### config.mk
export PLATFORM = sky130hd
export DESIGN_NAME = cache_mem_arbiter_flat
export DESIGN_NICKNAME = d
export VERILOG_FILES = /design/src/rtl/cache_mem_arbiter_if.sv /design/src/rtl/cache_mem_arbiter.sv /design/src/flat_wrapper.sv
export SDC_FILE = /design/constraint.sdc
export NUM_CORES = 1
export LEC_CHECK = 0
export ABC_AREA = 1
export BUFFER_PORTS_ARGS = -buffer_cell sky130_fd_sc_hd__buf_2
export CORE_AREA = 5 5 287 289
export DETAILED_ROUTE_END_ITERATION = 10
export DIE_AREA = 0 0 292 294
export GPL_TIMING_DRIVEN = 0
export PLACE_DENSITY_LB_ADDON = 0.25
export SETUP_SLACK_MARGIN = 0.1
export SYNTH_ARGS = -nofsm -noshare
export SYNTH_HDL_FRONTEND = slang
export SYNTH_SLANG_ARGS = --single-unit
### constraint.sdc
create_clock -name clk -period 1.3 [get_ports clk]
set_input_delay 0.195 -clock clk [delete_from_list [all_inputs] [get_ports clk]]
set_output_delay 0.195 -clock clk [all_outputs]
set_load 0.05 [all_outputs]
### src/rtl/cache_mem_arbiter_if.sv
// ---------------------------------------------------------------------------
// cache_mem_arbiter_if
// Bundles the I-cache, D-cache and memory-side signals of cache_mem_arbiter.
//   master : arbiter view (drives mem_* strobes/data, ready pulses, rdata)
//   slave  : environment view (caches and memory model)
// Signals:
//   ic_read/ic_addr/ic_rdata/ic_ready          I-cache refill port
//   dc_read/dc_write/dc_addr/dc_wdata/
//   dc_rdata/dc_ready                          D-cache refill/write-back port
//   mem_read/mem_write/mem_addr/mem_wdata/
//   mem_rdata/mem_ready                        off-chip memory port
// ---------------------------------------------------------------------------
interface cache_mem_arbiter_if #(
  parameter int ADDR_W = 28,
  parameter int DATA_W = 128
);
  logic              ic_read;
  logic [ADDR_W-1:0] ic_addr;
  logic [DATA_W-1:0] ic_rdata;
  logic              ic_ready;

  logic              dc_read;
  logic              dc_write;
  logic [ADDR_W-1:0] dc_addr;
  logic [DATA_W-1:0] dc_wdata;
  logic [DATA_W-1:0] dc_rdata;
  logic              dc_ready;

  logic              mem_read;
  logic              mem_write;
  logic [ADDR_W-1:0] mem_addr;
  logic [DATA_W-1:0] mem_wdata;
  logic [DATA_W-1:0] mem_rdata;
  logic              mem_ready;

  modport master (
    input  ic_read, ic_addr,
    input  dc_read, dc_write, dc_addr, dc_wdata,
    input  mem_rdata, mem_ready,
    output ic_rdata, ic_ready,
    output dc_rdata, dc_ready,
    output mem_read, mem_write, mem_addr, mem_wdata
  );

  modport slave (
    output ic_read, ic_addr,
    output dc_read, dc_write, dc_addr, dc_wdata,
    output mem_rdata, mem_ready,
    input  ic_rdata, ic_ready,
    input  dc_rdata, dc_ready,
    input  mem_read, mem_write, mem_addr, mem_wdata
  );
endinterface

### src/rtl/cache_mem_arbiter.sv
// ---------------------------------------------------------------------------
// cache_mem_arbiter
// Shares one off-chip memory port between the I-cache refill path and the
// D-cache refill/write-back path, one line transaction at a time. All
// memory-side and requester-side outputs are registered; each requester
// receives a single-cycle ready pulse when its transaction completes.
//
// Ports:
//   clk    clock
//   rst_n  synchronous active-low reset
//   bus    cache_mem_arbiter_if.master (I-cache, D-cache and memory signals)
//
// Build option:
//   ARB_FIXED_DPRIO_EN  defined   -> ties always go to the D-cache
//                       undefined -> ties alternate (round-robin on last grant)
// ---------------------------------------------------------------------------
module cache_mem_arbiter #(
  parameter int ADDR_W = 28,
  parameter int DATA_W = 128
) (
  input  logic                clk,
  input  logic                rst_n,
  cache_mem_arbiter_if.master bus
);

  typedef enum logic [2:0] {IDLE, I_RD, D_RD, D_WR, RESP} state_t;

  state_t            r_state;
  logic              r_mem_read;
  logic              r_mem_write;
  logic [ADDR_W-1:0] r_mem_addr;
  logic [DATA_W-1:0] r_mem_wdata;
  logic [DATA_W-1:0] r_ic_rdata;
  logic [DATA_W-1:0] r_dc_rdata;
  logic              r_ic_ready;
  logic              r_dc_ready;
`ifndef ARB_FIXED_DPRIO_EN
  logic              r_last_grant_d;  // 0 = I-cache was granted last, 1 = D-cache
`endif

  logic w_ic_req;
  logic w_dc_req;
  logic w_grant_d;

  assign w_ic_req = bus.ic_read;
  assign w_dc_req = bus.dc_read | bus.dc_write;

`ifdef ARB_FIXED_DPRIO_EN
  assign w_grant_d = w_dc_req;
`else
  // On a tie the side that was not granted last wins; reset leaves last=I,
  // so the first tie goes to D.
  assign w_grant_d = w_dc_req & (~w_ic_req | ~r_last_grant_d);
`endif

  always_ff @(posedge clk) begin
    if (!rst_n) begin
      r_state     <= IDLE;
      r_mem_read  <= 1'b0;
      r_mem_write <= 1'b0;
      r_mem_addr  <= '0;
      r_mem_wdata <= '0;
      r_ic_rdata  <= '0;
      r_dc_rdata  <= '0;
      r_ic_ready  <= 1'b0;
      r_dc_ready  <= 1'b0;
`ifndef ARB_FIXED_DPRIO_EN
      r_last_grant_d <= 1'b0;
`endif
    end else begin
      case (r_state)
        IDLE: begin
          if (w_grant_d) begin
            r_mem_addr <= bus.dc_addr;
`ifndef ARB_FIXED_DPRIO_EN
            r_last_grant_d <= 1'b1;
`endif
            // A pending write-back is always served before the refill.
            if (bus.dc_write) begin
              r_state     <= D_WR;
              r_mem_write <= 1'b1;
              r_mem_wdata <= bus.dc_wdata;
            end else begin
              r_state    <= D_RD;
              r_mem_read <= 1'b1;
            end
          end else if (w_ic_req) begin
            r_state    <= I_RD;
            r_mem_read <= 1'b1;
            r_mem_addr <= bus.ic_addr;
`ifndef ARB_FIXED_DPRIO_EN
            r_last_grant_d <= 1'b0;
`endif
          end
        end

        I_RD: begin
          if (bus.mem_ready) begin
            r_state    <= RESP;
            r_mem_read <= 1'b0;
            r_ic_rdata <= bus.mem_rdata;
            r_ic_ready <= 1'b1;
          end
        end

        D_RD: begin
          if (bus.mem_ready) begin
            r_state    <= RESP;
            r_mem_read <= 1'b0;
            r_dc_rdata <= bus.mem_rdata;
            r_dc_ready <= 1'b1;
          end
        end

        D_WR: begin
          if (bus.mem_ready) begin
            r_state     <= RESP;
            r_mem_write <= 1'b0;
            r_dc_ready  <= 1'b1;
          end
        end

        // Requests are deliberately not looked at here: a requester dropping
        // its request on this edge must not be granted again.
        RESP: begin
          r_state    <= IDLE;
          r_ic_ready <= 1'b0;
          r_dc_ready <= 1'b0;
        end

        default: begin
          r_state     <= IDLE;
          r_mem_read  <= 1'b0;
          r_mem_write <= 1'b0;
          r_ic_ready  <= 1'b0;
          r_dc_ready  <= 1'b0;
        end
      endcase
    end
  end

  assign bus.mem_read  = r_mem_read;
  assign bus.mem_write = r_mem_write;
  assign bus.mem_addr  = r_mem_addr;
  assign bus.mem_wdata = r_mem_wdata;
  assign bus.ic_rdata  = r_ic_rdata;
  assign bus.ic_ready  = r_ic_ready;
  assign bus.dc_rdata  = r_dc_rdata;
  assign bus.dc_ready  = r_dc_ready;

endmodule

### src/flat_wrapper.sv
// flat-port wrapper written by rule: the top's interface ports become plain ports
module cache_mem_arbiter_flat 
#(
  parameter int ADDR_W = 28,
  parameter int DATA_W = 128
)
  (clk, rst_n, bus_ic_read, bus_ic_addr, bus_dc_read, bus_dc_write, bus_dc_addr, bus_dc_wdata, bus_mem_rdata, bus_mem_ready, bus_ic_rdata, bus_ic_ready, bus_dc_rdata, bus_dc_ready, bus_mem_read, bus_mem_write, bus_mem_addr, bus_mem_wdata);
  cache_mem_arbiter_if #(.ADDR_W(ADDR_W), .DATA_W(DATA_W)) bus_i ();
  input  logic clk;
  input  logic rst_n;
  input wire logic [$bits(bus_i.ic_read)-1:0] bus_ic_read;
  input wire logic [$bits(bus_i.ic_addr)-1:0] bus_ic_addr;
  input wire logic [$bits(bus_i.dc_read)-1:0] bus_dc_read;
  input wire logic [$bits(bus_i.dc_write)-1:0] bus_dc_write;
  input wire logic [$bits(bus_i.dc_addr)-1:0] bus_dc_addr;
  input wire logic [$bits(bus_i.dc_wdata)-1:0] bus_dc_wdata;
  input wire logic [$bits(bus_i.mem_rdata)-1:0] bus_mem_rdata;
  input wire logic [$bits(bus_i.mem_ready)-1:0] bus_mem_ready;
  output wire logic [$bits(bus_i.ic_rdata)-1:0] bus_ic_rdata;
  output wire logic [$bits(bus_i.ic_ready)-1:0] bus_ic_ready;
  output wire logic [$bits(bus_i.dc_rdata)-1:0] bus_dc_rdata;
  output wire logic [$bits(bus_i.dc_ready)-1:0] bus_dc_ready;
  output wire logic [$bits(bus_i.mem_read)-1:0] bus_mem_read;
  output wire logic [$bits(bus_i.mem_write)-1:0] bus_mem_write;
  output wire logic [$bits(bus_i.mem_addr)-1:0] bus_mem_addr;
  output wire logic [$bits(bus_i.mem_wdata)-1:0] bus_mem_wdata;
  assign bus_i.ic_read = bus_ic_read;
  assign bus_i.ic_addr = bus_ic_addr;
  assign bus_i.dc_read = bus_dc_read;
  assign bus_i.dc_write = bus_dc_write;
  assign bus_i.dc_addr = bus_dc_addr;
  assign bus_i.dc_wdata = bus_dc_wdata;
  assign bus_i.mem_rdata = bus_mem_rdata;
  assign bus_i.mem_ready = bus_mem_ready;
  assign bus_ic_rdata = bus_i.ic_rdata;
  assign bus_ic_ready = bus_i.ic_ready;
  assign bus_dc_rdata = bus_i.dc_rdata;
  assign bus_dc_ready = bus_i.dc_ready;
  assign bus_mem_read = bus_i.mem_read;
  assign bus_mem_write = bus_i.mem_write;
  assign bus_mem_addr = bus_i.mem_addr;
  assign bus_mem_wdata = bus_i.mem_wdata;
  cache_mem_arbiter #(.ADDR_W(ADDR_W), .DATA_W(DATA_W)) u_core (.clk(clk), .rst_n(rst_n), .bus(bus_i));
endmodule
# Word-level counts from Yosys, hierarchy flattened
# Index checks and enable logic that the tools add are counted.
# totals
register_bits	420
output_inout_bits	416
wordCells	70
# classes
n_eq_ne	13
mux	20
bitwise_logic	9
n_reduce_logical	18
# op_table
op	n
$mux W28	2
$reduce_and A2 Y1	6
$mux W1	10
$mux W3	3
$reduce_or A3 Y1	3
$ne A2 B1 Y1 const B	4
$reduce_and A4 Y1	2
$reduce_or A2 Y1	4
$eq A3 B2 Y1 const B	2
$ne A2 B2 Y1 const B	3
$not A1 Y1	6
$pmux W1 S3	2
$pmux W3 S2	1
$pmux W1 S2	2
$eq A3 B1 Y1 const B	1
$eq A3 B3 Y1 const B	1
$logic_not A3 Y1	1
$ne A3 B2 Y1 const B	1
$ne A3 B3 Y1 const B	1
$reduce_and A3 Y1	1
$or A1 B1 Y1	2
$reduce_bool A2 Y1	1
$and A1 B1 Y1	1

# Logic depth before layout (Yosys ltp)
# logic_depth
word_depth	5
mapped_depth	9
depth_no_buf	8

# Least setup slack after synthesis
# No wires, ideal clock.
# synth_timing
path_kind	register to register
start	reg u_core.r_state[2]
end	reg u_core.r_mem_addr[10] (netlist: u_core.bus.mem_addr[10])
setup_ps	118
arrival_time_ps	1158
path_slack_ps	24
stages_incl_launch_ff	9
path_buffers	2
period_less_slack_ps	1276
path_cell_list	dfxtp_1 -> nor2_4 -> nand2_4 -> nor2_2 -> buf_6 -> buf_6 -> nand2_1 -> a21oi_1 -> nor2_1
# synth_via
elab_chain_len	2
# synth_lines
item	line	text
from (decl)	cache_mem_arbiter.sv:28	state_t r_state;
from (signal assigned)	cache_mem_arbiter.sv:58	r_state <= IDLE;
from (signal assigned)	cache_mem_arbiter.sv:80	r_state <= D_WR;
from (signal assigned)	cache_mem_arbiter.sv:84	r_state <= D_RD;
$logic_not A3 Y1	cache_mem_arbiter.sv:71	case (r_state)
$reduce_and A2 Y1 (no source line)	--	
to (signal assigned)	cache_mem_arbiter.sv:74	r_mem_addr <= bus.dc_addr;
to (signal assigned)	cache_mem_arbiter.sv:90	r_mem_addr <= bus.ic_addr;
to (decl)	cache_mem_arbiter.sv:31	logic [ADDR_W-1:0] r_mem_addr;
# No other way between the ends.
# A chain may end at the register's enable or synchronous reset.

# Worst setup path in the final report
# layout_timing
start	reg u_core.r_state[2]
end	reg u_core.r_mem_wdata[106] (netlist: u_core.bus.mem_wdata[106])
# layout_via
elab_chain_len	2
# layout_lines
item	line	text
$logic_not A3 Y1	cache_mem_arbiter.sv:71	
$reduce_and A3 Y1 (no source line)	--	
to (signal assigned)	cache_mem_arbiter.sv:82	r_mem_wdata <= bus.dc_wdata;
to (decl)	cache_mem_arbiter.sv:32	logic [DATA_W-1:0] r_mem_wdata;
# No other way between the ends.

==> summary.txt <==
STA
  – WHS: 33.3 ps
  – Endpoints failing hold: 0
  – Final setup vio count: 801
  – Fin crit share: 1.16
  – Minimum clock period: 1500 ps
  – Final WS setup: -202 ps
  – RSZ-0062 raised after global routing: true
  – Clk_skew: 21.6 ps
  – Rel. slew slack: 0.488
  – Worst-margin pin slew: 769 ps
  – Final Slew Violations: 0
  – Fmax: 0.666 GHz

Yosys
  – Cell variety after synth: 23
  – Seq/Total Area, Yosys: 0.564
  – Flops & latches, synth: 420
  – Synth Area per Inst: 7.77 um^2
  – Total number of yosys warnings: 0
  – Synth Instances: 1919
  – Syn_nets: 2237
  – Post-synthesis cell area: 14900 um^2

Floorplan
  – DIE AREA: 85800 um^2
  – FP Rows: 104
  – Die Wd: 292 um
  – Starting density of the core: 0.187
  – Die height: 294 um
  – CORE AREA: 79600 um^2
  – Ports: 734

Layout
  – FF+latch area: 8470 um^2
  – Most frequent cells in the layout: buf_2, nor2_1, dfxtp_1
  – Share of layout cells above drive strength 1: 0.411
  – Filler cell count: 8357
  – Syn-to-layout area delta: 88.8%
  – Post-layout instance area: 28200 um^2
  – Footprint of the multi-input gates: 6780 um^2
  – Total Nets Final: 3386
  – Final std cells w/o fill: 4167
  – Commonest non-fill, non-tap cell in the layout: buf_2

Power
  – VDD IR max: 1.25 mV
  – P_leak: 13.1 nW
  – PwrDens: 1820 nW/um^2

Drt
  – DRT Pass-1 Iters: 4
  – Post-route ant nets: 0
  – Via count: 17169
  – Routed length per placed instance: 19.0 um
  – Via-per-instance ratio: 4.12
  – Drt initial violations: 660
  – Detailed Route WL: 79300 um
  – Drc violations: 0

Worst setup path
  – Delay-heaviest family, CP: simple AND/OR/NAND/NOR gates
  – Instance count on the critical path: 8
  – CP required: 1770 ps
  – R2r setup slk: -200 ps
  – Critical path's largest stage delay: 360 ps
  – Critical path origin: u_core.r_state[2]$_SDFFE_PN0P_
  – R2R cell count: 8
  – RR Startpoint: u_core.r_state[2]$_SDFFE_PN0P_
  – Crit path top cell by count: clkbuf_16
  – Critical path launch point type: flip-flop
  – Crit Path Category: flip-flop to flip-flop
  – Buf+Inv Stages, Crit Path: 3
  – Worst Setup End Kind: flip-flop
  – Reg2reg end: u_core.bus.mem_wdata[106]$_SDFFE_PN0P_
  – Setup crit end: u_core.bus.mem_wdata[106]$_SDFFE_PN0P_
  – Critical Path Fanout Max: 5
  – Worst Path Arrival: 1970 ps
  – Slowest cell on crit path: dfxtp_4
  – Critical Path, Cell by Cell: nor2_4, nand2_4, inv_4, nand2_8, clkbuf_16, clkbuf_16, nor2_2, nor2_1

Place
  – GPL Wtd Cong: 0.823
  – Post-Place Cell Area: 20000 um^2
  – Dpl hpwl: 57600 um
  – Port buffer count: 732
  – Dpl cells: 3711

Global route
  – GRT overflow: 0
  – Initial antenna violation count: 6
  – Largest net degree at the start of global routing: 14
  – Total GRT Usage: 0.166
  – Vias in the first global route: 17302
  – First-pass GRT wire length: 110000 um

Clocking
  – Root buffer cell: clkbuf_16
  – Max Root-Sink Buffers: 3
  – Num CTS Buffers: 50
  – Worst-skew pair later-pin latency: 590 ps
  – CTS H-tree lvls: 2
  – Clock transition at path regs: 60 ps
  – Num Clock Sinks: 420
  – TritonCTS clock tree: done

Run status
  – Violated checks: negative setup slack
  – Run status: finished with violations

Min path
  – HP Class: input pin to flip-flop

Job
  – Max_cap viols: 0
[stage by stage]
step	setup TNS (ps)	power, mW	utilization	setup slack, ps
after CTS	-101710	49.3	0.326	-206
after global placement	-281030	32.5	0.251	-2050
after detailed placement	-285140	32.5	0.251	-1510
after global routing	-135790	53.7	0.354	-276
final	-79420	51.3	0.354	-202
after floorplan	0	27.4	-	63.6
[per-layer routing]
metal	vias to the layer above	track usage	wire, um
li1	8534	-	-
met1	7853	0.192	31600
met2	631	0.294	38800
met3	149	0.0450	5420
met4	2	0.0615	3400
met5	-	0	11
[layout make-up]
type	count	share of cell area
flip-flops and latches	420	0.301
repair buffers	1097	0.290
multi-input cells	1345	0.241
plain buffers	142	0.0590
clock buffers	68	0.0497
well taps	1060	0.0471
clock inverters	22	0.00937
inverters	12	0.00280
diodes	1	0.0000889
[cell usage after synthesis (all sizes together)]
| cell | count | area share |
|---|---|---|
| nor2 | 810 | 0.21 |
| nor3 | 2 | 0.00067 |
| nand3b | 1 | 0.00050 |
| o21ai | 414 | 0.14 |
| inv | 12 | 0.0030 |
| nand2 | 76 | 0.020 |
| a21oi | 34 | 0.011 |
| nand3 | 6 | 0.0027 |
| buf | 81 | 0.037 |
| clkbuf | 61 | 0.016 |
| dfxtp | 420 | 0.56 |
| nand4 | 1 | 0.00042 |
| nor4 | 1 | 0.00042 |
[where the power goes]
group | internal, mW | leakage, nW | switching (mW) | total [mW]
registers | 15.0 | 3.46 | 1.17 | 16.2
logic | 6.82 | 8.84 | 13.9 | 20.7
clock network | 8.53 | 0.824 | 5.86 | 14.4
[worst min-delay path: stages]
cell and delay, ps:
buf_2 100, nor3_2 60, o21ai_0 160, a21oi_1 60
[cells by family after synthesis]
kind of cell,count (synthesis),synth area share
flip-flops,420,0.564
AND/OR/NAND/NOR,897,0.230
AO/OA/AOI/OAI,448,0.150
buffers and inverters,154,0.0560
[repair_timing]
action,CTS,global route
pin swaps,6,61
gates cloned,5,27
resized for setup,334,501
endpoints found under the hold margin,416,0
endpoints found under the setup margin,831,835
hold buffers,314,0
buffers inserted,8,11
[flip-flops by register name, summed over array words and instances (netlist names)]
name / count
u_core.bus.mem_addr: 28
u_core.bus.dc_rdata: 128
u_core.bus.mem_write: 1
u_core.r_state: 3
u_core.r_last_grant_d: 1
u_core.bus.ic_ready: 1
u_core.bus.ic_rdata: 128
u_core.bus.dc_ready: 1
u_core.bus.mem_wdata: 128
u_core.bus.mem_read: 1
[worst min-delay path by stage]
stage	from	cells past startpoint	to	slack, ps
5_1_grt	bus_ic_read	4	u_core.r_last_grant_d$_SDFFE_PN0P_	50
2_1_floorplan	bus_dc_wdata[49]	2	u_core.bus.mem_wdata[49]$_SDFFE_PN0P_	330
4_1_cts	bus_ic_read	4	u_core.r_last_grant_d$_SDFFE_PN0P_	-10
3_3_place_gp	bus_dc_wdata[48]	3	u_core.bus.mem_wdata[48]$_SDFFE_PN0P_	420
3_5_place_dp	bus_dc_wdata[72]	3	u_core.bus.mem_wdata[72]$_SDFFE_PN0P_	420
6_report	bus_ic_read	4	u_core.r_last_grant_d$_SDFFE_PN0P_	30
Power figures use the tool's default switching activity.
